### src/rtl/hazard_ctrl_md.sv
//------------------------------------------------------------------------------
// hazard_ctrl_md : stall/forward controller for a 5-stage MIPS pipeline with a
// mult/div HI/LO interlock. Optional stall counter under HAZ_PERF_CNT_EN.
// Revision: 1.0
//------------------------------------------------------------------------------
`default_nettype none

module hazard_ctrl_md #(
    parameter int REG_AW   = 5,
    parameter int T_W      = 2,
    parameter int MULT_CYC = 5,
    parameter int DIV_CYC  = 10,
    parameter int MD_CW    = 4,
    parameter int CNT_W    = 32
) (
    input  logic              clk,
    input  logic              rst_n,
    input  logic [REG_AW-1:0] d_rs,
    input  logic [REG_AW-1:0] d_rt,
    input  logic              d_use_rs,
    input  logic              d_use_rt,
    input  logic [T_W-1:0]    d_tuse_rs,
    input  logic [T_W-1:0]    d_tuse_rt,
    input  logic              d_md_use,
    input  logic [REG_AW-1:0] e_rs,
    input  logic [REG_AW-1:0] e_rt,
    input  logic              e_use_rs,
    input  logic              e_use_rt,
    input  logic [REG_AW-1:0] m_rt,
    input  logic              m_use_rt,
    input  logic [REG_AW-1:0] e_dst,
    input  logic [REG_AW-1:0] m_dst,
    input  logic [REG_AW-1:0] w_dst,
    input  logic              e_we,
    input  logic              m_we,
    input  logic              w_we,
    input  logic [T_W-1:0]    e_tnew,
    input  logic [T_W-1:0]    m_tnew,
    input  logic              md_start,
    input  logic              md_is_div,
    output logic              stall,
    output logic [1:0]        fwd_rs_d,
    output logic [1:0]        fwd_rt_d,
    output logic [1:0]        fwd_rs_e,
    output logic [1:0]        fwd_rt_e,
    output logic              fwd_rt_m,
    output logic              md_busy,
    output logic [CNT_W-1:0]  stall_cnt
);

    localparam logic [MD_CW-1:0] MULT_LD = MD_CW'(MULT_CYC);
    localparam logic [MD_CW-1:0] DIV_LD  = MD_CW'(DIV_CYC);

    // Register 0 is hardwired, so a write to it never creates a dependency.
    function automatic logic hit(input logic we, input logic [REG_AW-1:0] dst,
                                 input logic [REG_AW-1:0] src);
        return we && (dst != '0) && (dst == src);
    endfunction

    function automatic logic dstall(input logic use_s, input logic [REG_AW-1:0] src,
                                    input logic [T_W-1:0] tuse);
        return use_s && ((hit(e_we, e_dst, src) && (tuse < e_tnew)) ||
                         (hit(m_we, m_dst, src) && (tuse < m_tnew)));
    endfunction

    function automatic logic [1:0] dfwd(input logic use_s, input logic [REG_AW-1:0] src,
                                        input logic [T_W-1:0] tuse);
        logic [1:0] sel;
        sel = 2'd0;
        if (use_s && (tuse == '0)) begin
            if (hit(e_we, e_dst, src))
                sel = (e_tnew == '0) ? 2'd1 : 2'd0;
            else if (hit(m_we, m_dst, src))
                sel = (m_tnew == '0) ? 2'd2 : 2'd0;
            else if (hit(w_we, w_dst, src))
                sel = 2'd3;
        end
        return sel;
    endfunction

    function automatic logic [1:0] efwd(input logic use_s, input logic [REG_AW-1:0] src);
        logic [1:0] sel;
        sel = 2'd0;
        if (use_s) begin
            if (hit(m_we, m_dst, src) && (m_tnew == '0))
                sel = 2'd1;
            else if (hit(w_we, w_dst, src))
                sel = 2'd2;
        end
        return sel;
    endfunction

    logic [MD_CW-1:0] md_cnt;
    logic             data_stall;
    logic             md_stall;

    always_comb begin
        data_stall = dstall(d_use_rs, d_rs, d_tuse_rs) || dstall(d_use_rt, d_rt, d_tuse_rt);
        md_stall   = d_md_use && (md_busy || md_start);
        stall      = data_stall || md_stall;
        fwd_rs_d   = dfwd(d_use_rs, d_rs, d_tuse_rs);
        fwd_rt_d   = dfwd(d_use_rt, d_rt, d_tuse_rt);
        fwd_rs_e   = efwd(e_use_rs, e_rs);
        fwd_rt_e   = efwd(e_use_rt, e_rt);
        fwd_rt_m   = m_use_rt && hit(w_we, w_dst, m_rt);
    end

    // A new issue always reloads, so the most recent mult/div sets the interlock.
    always_ff @(posedge clk) begin
        if (!rst_n)
            md_cnt <= '0;
        else if (md_start)
            md_cnt <= md_is_div ? DIV_LD : MULT_LD;
        else if (md_cnt != '0)
            md_cnt <= md_cnt - 1'b1;
    end

    assign md_busy = (md_cnt != '0);

`ifdef HAZ_PERF_CNT_EN
    logic [CNT_W-1:0] cnt_q;

    always_ff @(posedge clk) begin
        if (!rst_n)
            cnt_q <= '0;
        else if (stall && !(&cnt_q))
            cnt_q <= cnt_q + 1'b1;
    end

    assign stall_cnt = cnt_q;
`else
    assign stall_cnt = '0;
`endif

endmodule

`default_nettype wire
### config.mk
export PLATFORM = sky130hd
export DESIGN_NAME = hazard_ctrl_md
export DESIGN_NICKNAME = d
export VERILOG_FILES = /design/src/rtl/hazard_ctrl_md.sv
export SDC_FILE = /design/constraint.sdc
export NUM_CORES = 1
export LEC_CHECK = 0
export ABC_AREA = 1
export CORE_ASPECT_RATIO = 0.7
export CORE_MARGIN = 2
export CORE_UTILIZATION = 37
export DETAILED_ROUTE_END_ITERATION = 8
export PLACE_DENSITY = 0.85
export SYNTH_ARGS = -nofsm -noshare
export SYNTH_HDL_FRONTEND = slang
export SYNTH_SLANG_ARGS = --single-unit
### constraint.sdc
create_clock -name clk -period 1.75 [get_ports clk]
set_clock_uncertainty 0.1 [all_clocks]
set_input_delay 0.4375 -clock clk [delete_from_list [all_inputs] [get_ports clk]]
set_output_delay 0.4375 -clock clk [all_outputs]
set_load 0.005 [all_outputs]
Yosys cells after proc, flatten, opt, wreduce, memory -nomap -nowiden --
Cells that the tools add are included.
Storage, ports and cells: input bits 61, flip-flop bits (word level) 4, output and inout port bits 43, word-level logic and storage cells 76
Cells by class: $lt $le $gt $ge 4, multiplexer cells 19, equality and inequality tests 11, reductions and logical operators 40, add/sub/neg operators 1
Operator list (count):
- 5-bit == test | 11
- 2-bit 2-to-1 mux | 15
- 1-bit logical AND | 26
- 5-bit nonzero test | 3
- 4-bit 2-to-1 mux | 3
- 2-bit logical NOT | 4
- 2-bit < comparator | 4
- 1-bit logical OR | 5
- 4-bit nonzero test | 1
- 4-bit by 1-bit subtractor with 4-bit output (second input constant) | 1
- 2-bit nonzero test | 1
- 1-bit 2-to-1 mux | 1

Longest topological paths before layout --
depth after elaboration 8, mapped depth 10, depth with buffers taken out 9

Worst setup path before layout --
Ideal clock, no wire load.
path kind input port to output port, from input m_dst[3], to output fwd_rt_d[1], buffers on the path 1, setup slack 36 ps, required time 1212 ps, data arrival time 1177 ps, stages 5, cell sequence buf_4 xor2_1 nor2_1 nand4_1 a21oi_1
On the way: word-level cells in the longest chain between the ends 6, elaborated cells between the ends (all ways) 7, classes of those cells 1 x eq/ne; 3 x mux; 3 x reduce/logical
Ends and longest elaborated chain:
- start: declaration | RTL line 32 | input logic [REG_AW-1:0] m_dst,
- 5-bit nonzero test | RTL line 57 | return we && (dst != '0) && (dst == src);
- 1-bit logical AND | RTL line 57
- 1-bit logical AND (*) | RTL line 57
- 2-bit 2-to-1 mux (*) | RTL line 73 | else if (hit(m_we, m_dst, src))
- 2-bit 2-to-1 mux (*) | RTL line 71 | if (hit(e_we, e_dst, src))
- 2-bit 2-to-1 mux (*) | RTL line 70 | if (use_s && (tuse == '0)) begin
- end: declaration | RTL line 43 | output logic [1:0] fwd_rt_d,
Mark *: on every way between the ends. The rest lies on a longest branch, timed or not.

Final worst setup path --
from input e_dst[4], to output fwd_rs_d[0]
On the way: word-level cells in the longest chain between the ends 5, elaborated cells between the ends (all ways) 6, classes of those cells 1 x eq/ne; 2 x mux; 3 x reduce/logical
Ends and longest elaborated chain:
- start: declaration | RTL line 31 | input logic [REG_AW-1:0] e_dst,
- 5-bit nonzero test | RTL line 57
- 1-bit logical AND | RTL line 57
- 1-bit logical AND (*) | RTL line 57
- 2-bit 2-to-1 mux (*) | RTL line 71
- 2-bit 2-to-1 mux (*) | RTL line 70
- end: declaration | RTL line 42 | output logic [1:0] fwd_rs_d,
Marked as above.

==> flow_metrics.env <==
export IMPL_status="complete, but fails checks"
export IMPL_violations="negative setup slack"
export IMPL_p_leak_nw=1.438
export IMPL_whs_path_depth=3
export IMPL_row_count=19
export IMPL_drive_gt1_share_pct=56.88
export IMPL_synth_warning_count=0
export IMPL_coreArea_mm2=0.004041
export IMPL_initial_core_util_pct=39.57
export IMPL_drt_vias_per_instance=5.170
export IMPL_ant_nets=0
export IMPL_grt_pass1_vias=2060
export IMPL_h_tree_depth=1
export IMPL_path_common_cell="buf_2"
export IMPL_holdWs_ps=561.3
export IMPL_fin_ws_ps=-254.6
export IMPL_finalCritPeriodShare_pct=114.5
export IMPL_yosysTopAreaCellShare_pct=15.96
export IMPL_clkTransAtPathRegs_ps=30
export IMPL_largest_register_ffs=4
export IMPL_met3_length_um=687
export IMPL_seq_area_frac_synth_pct=5.008
export IMPL_tritoncts="yes"
export IMPL_drc=0
export IMPL_ys_ff_latch=4
export IMPL_ir_worst_vdd_mv=0.3667
export IMPL_hold_buffers=0
export IMPL_place_congestion=0.9911
export IMPL_syn_area_mm2=0.001599
export IMPL_cts_sinks=4
export IMPL_min_from="md_cnt[1]$_SDFFE_PN0N_"
export IMPL_grt_pass1_wl_um=9770
export IMPL_num_antenna_cells=0
export IMPL_finalPower_mw=1.147
export IMPL_drt_iter0_markers=117
export IMPL_post_route_util_pct=76.19
export IMPL_met1_length_um=2653
export IMPL_syn_inst=272
export IMPL_clock_fmax_mhz=498.9
export IMPL_min_period_ps=2005
export IMPL_synth_cell_types=28
export IMPL_reg2reg_from="md_cnt[1]$_SDFFE_PN0N_"
export IMPL_worstPathMaxFanout=3
export IMPL_dpl_hpwl_um=4428
export IMPL_vias=2223
export IMPL_rsz0062_at_grt="true"
export IMPL_port_buffers=71
export IMPL_cts_buffer_depth=2
export IMPL_max_cap_violations=0
export IMPL_whs_endpoint="md_cnt[3]$_SDFFE_PN0N_"
export IMPL_critPathKind="primary input to output pin"
export IMPL_antenna_found_initial=0
export IMPL_numCtsBuffers=3
export IMPL_routed_top_layer="met4"
export IMPL_slew_violations=0
export IMPL_place_ws_ps=-1200
export IMPL_nNetsFinal=447
export IMPL_min_path_type="flip-flop to flip-flop"
export IMPL_firstDrtPassIters=4
export IMPL_dieArea_mm2=0.004872
export IMPL_hold_viol_final=0
export IMPL_powerDensity_mw_per_mm2=372.4
export IMPL_required_ps=1210
export IMPL_final_common_cell="nand2_1"
export IMPL_layout_common_cells="nand2_1 (43), conb_1 (32), buf_4 (31), buf_2 (26), buf_6 (24)"
export IMPL_synth_top_cell_by_area="buf_4"
export IMPL_max_stage_delay_ps=210
export IMPL_worst_setup_path_end_kind="output pin"
export IMPL_grt_use_total_pct=26.72
export IMPL_drt_total_wl_um=7271
export IMPL_syn_to_final_growth_pct=92.57
export IMPL_wl_per_cell_um=16.91
export IMPL_dieWidth_um=82.58
export IMPL_clk_insertion_delay_late_ps=230
export IMPL_fp_dieH_um=59
export IMPL_regToRegSetupSlack_ps=360
export IMPL_grt_max_degree=7
export IMPL_worstPathCellList="buf_2 > buf_6 > xor2_1 > nor2_2 > nand2_2 > o21ai_2 > a21oi_1 > buf_2"
export IMPL_cts_root_buf="clkbuf_8"
export IMPL_top_regs="md_cnt (4)"
export IMPL_routed_wl_met2_um=3535
export IMPL_crit_arrival_ps=1470
export IMPL_top_level_ports=104
export IMPL_grt_overflow=0
export IMPL_startpoint_type="primary input"
export IMPL_regMostFlops="md_cnt"
export IMPL_syn_avg_cell_area_um2=5.879
export IMPL_crit_slowest_cell="nor2_2"
export IMPL_r2r_end="md_cnt[0]$_SDFFE_PN0N_"
export IMPL_reg2regPathDepth=8
export IMPL_finalSetupViolCount=10
export IMPL_ys_top_cells_by_area="buf_4 (16%), nand2_1 (15%), xor2_1 (9.9%), xnor2_1 (9.3%), inv_1 (7.0%)"
final cells by class:
| class | count | area (um^2) |
|---|---|---|
| multi-input cells | 227 | 1762 |
| repair buffers | 111 | 982.2 |
| well taps | 52 | 65.06 |
| flip-flops and latches | 4 | 82.58 |
| inverters | 33 | 146.4 |
| fillers | 264 | 962.2 |
| clock buffers | 3 | 41.29 |
per-stage QoR:
stage               std cells  cell area, um^2  setup TNS [ps]
global route              430             3079           -2056
finish                    430             3079           -1634
floorplan                 303             1715               0
detailed placement        418             2431          -11200
global placement          418             2431          -10580
CTS                       428             2828           -1093
critical path: cells and delay by family:
| kind | cells | cell delay, ps |
|---|---|---|
| buf+inv | 3 | 370 |
| compound gates | 2 | 180 |
| simple gates | 2 | 320 |
| xor+xnor | 1 | 160 |
Yosys cell counts, drive strengths merged:
master    n
o22ai     3
a21oi    18
inv      33
xor2     18
nand2    64
nor3b     1
dfxtp     4
ha        6
xnor2    17
a211oi    1
o2111ai   2
buf      39
conb      1
nand3    18
nand3b    1
nor2     26
nor3      8
o21ai     6
nand4     5
or2       1
cell families (layout without fill, tap and decap cells):
family          Yosys count  count (layout)  share of synthesized area (%)
compound gates           30              30                          10.25
xor+xnor                 35              35                          19.17
fa+ha+maj                 6               6                          4.695
buf+inv                  72             147                          26.06
flops                     4               4                          5.008
other cells               1              32                         0.2345
simple gates            124             124                          34.59
routing by layer:
metal	up-vias	global-route usage (%)
met4	0	6.557
met1	1022	35.32
li1	1014	-
met5	-	0
met2	143	45.28
met3	44	4.878
timing repair:
item                                    CTS  global route
endpoints found under the setup margin   11            11
buffers inserted                          7             2
pin swaps                                90            44
gates resized for setup                 383            54
worst max-delay path by stage:
stage                   from           to  slack (ps)  cells past startpoint
floorplan           m_dst[3]  fwd_rt_d[1]          40                      5
global placement    m_dst[2]  fwd_rt_d[1]       -1170                      6
detailed placement  m_dst[2]  fwd_rt_d[1]       -1200                      6
CTS                 e_dst[2]        stall        -180                     12
global route        e_dst[2]  fwd_rs_d[0]        -280                     11
finish              e_dst[4]  fwd_rs_d[0]        -250                      8
power by group:
group	leakage, nW	total (mW)	switching [mW]	internal [mW]
Combinational	1.38	0.827	0.419	0.408
Sequential	0.0338	0.117	0.00945	0.108
Clock	0.0216	0.202	0.0552	0.147
Total	1.44	1.15	0.484	0.663
Note: power is estimated with default switching activity, not from simulation.
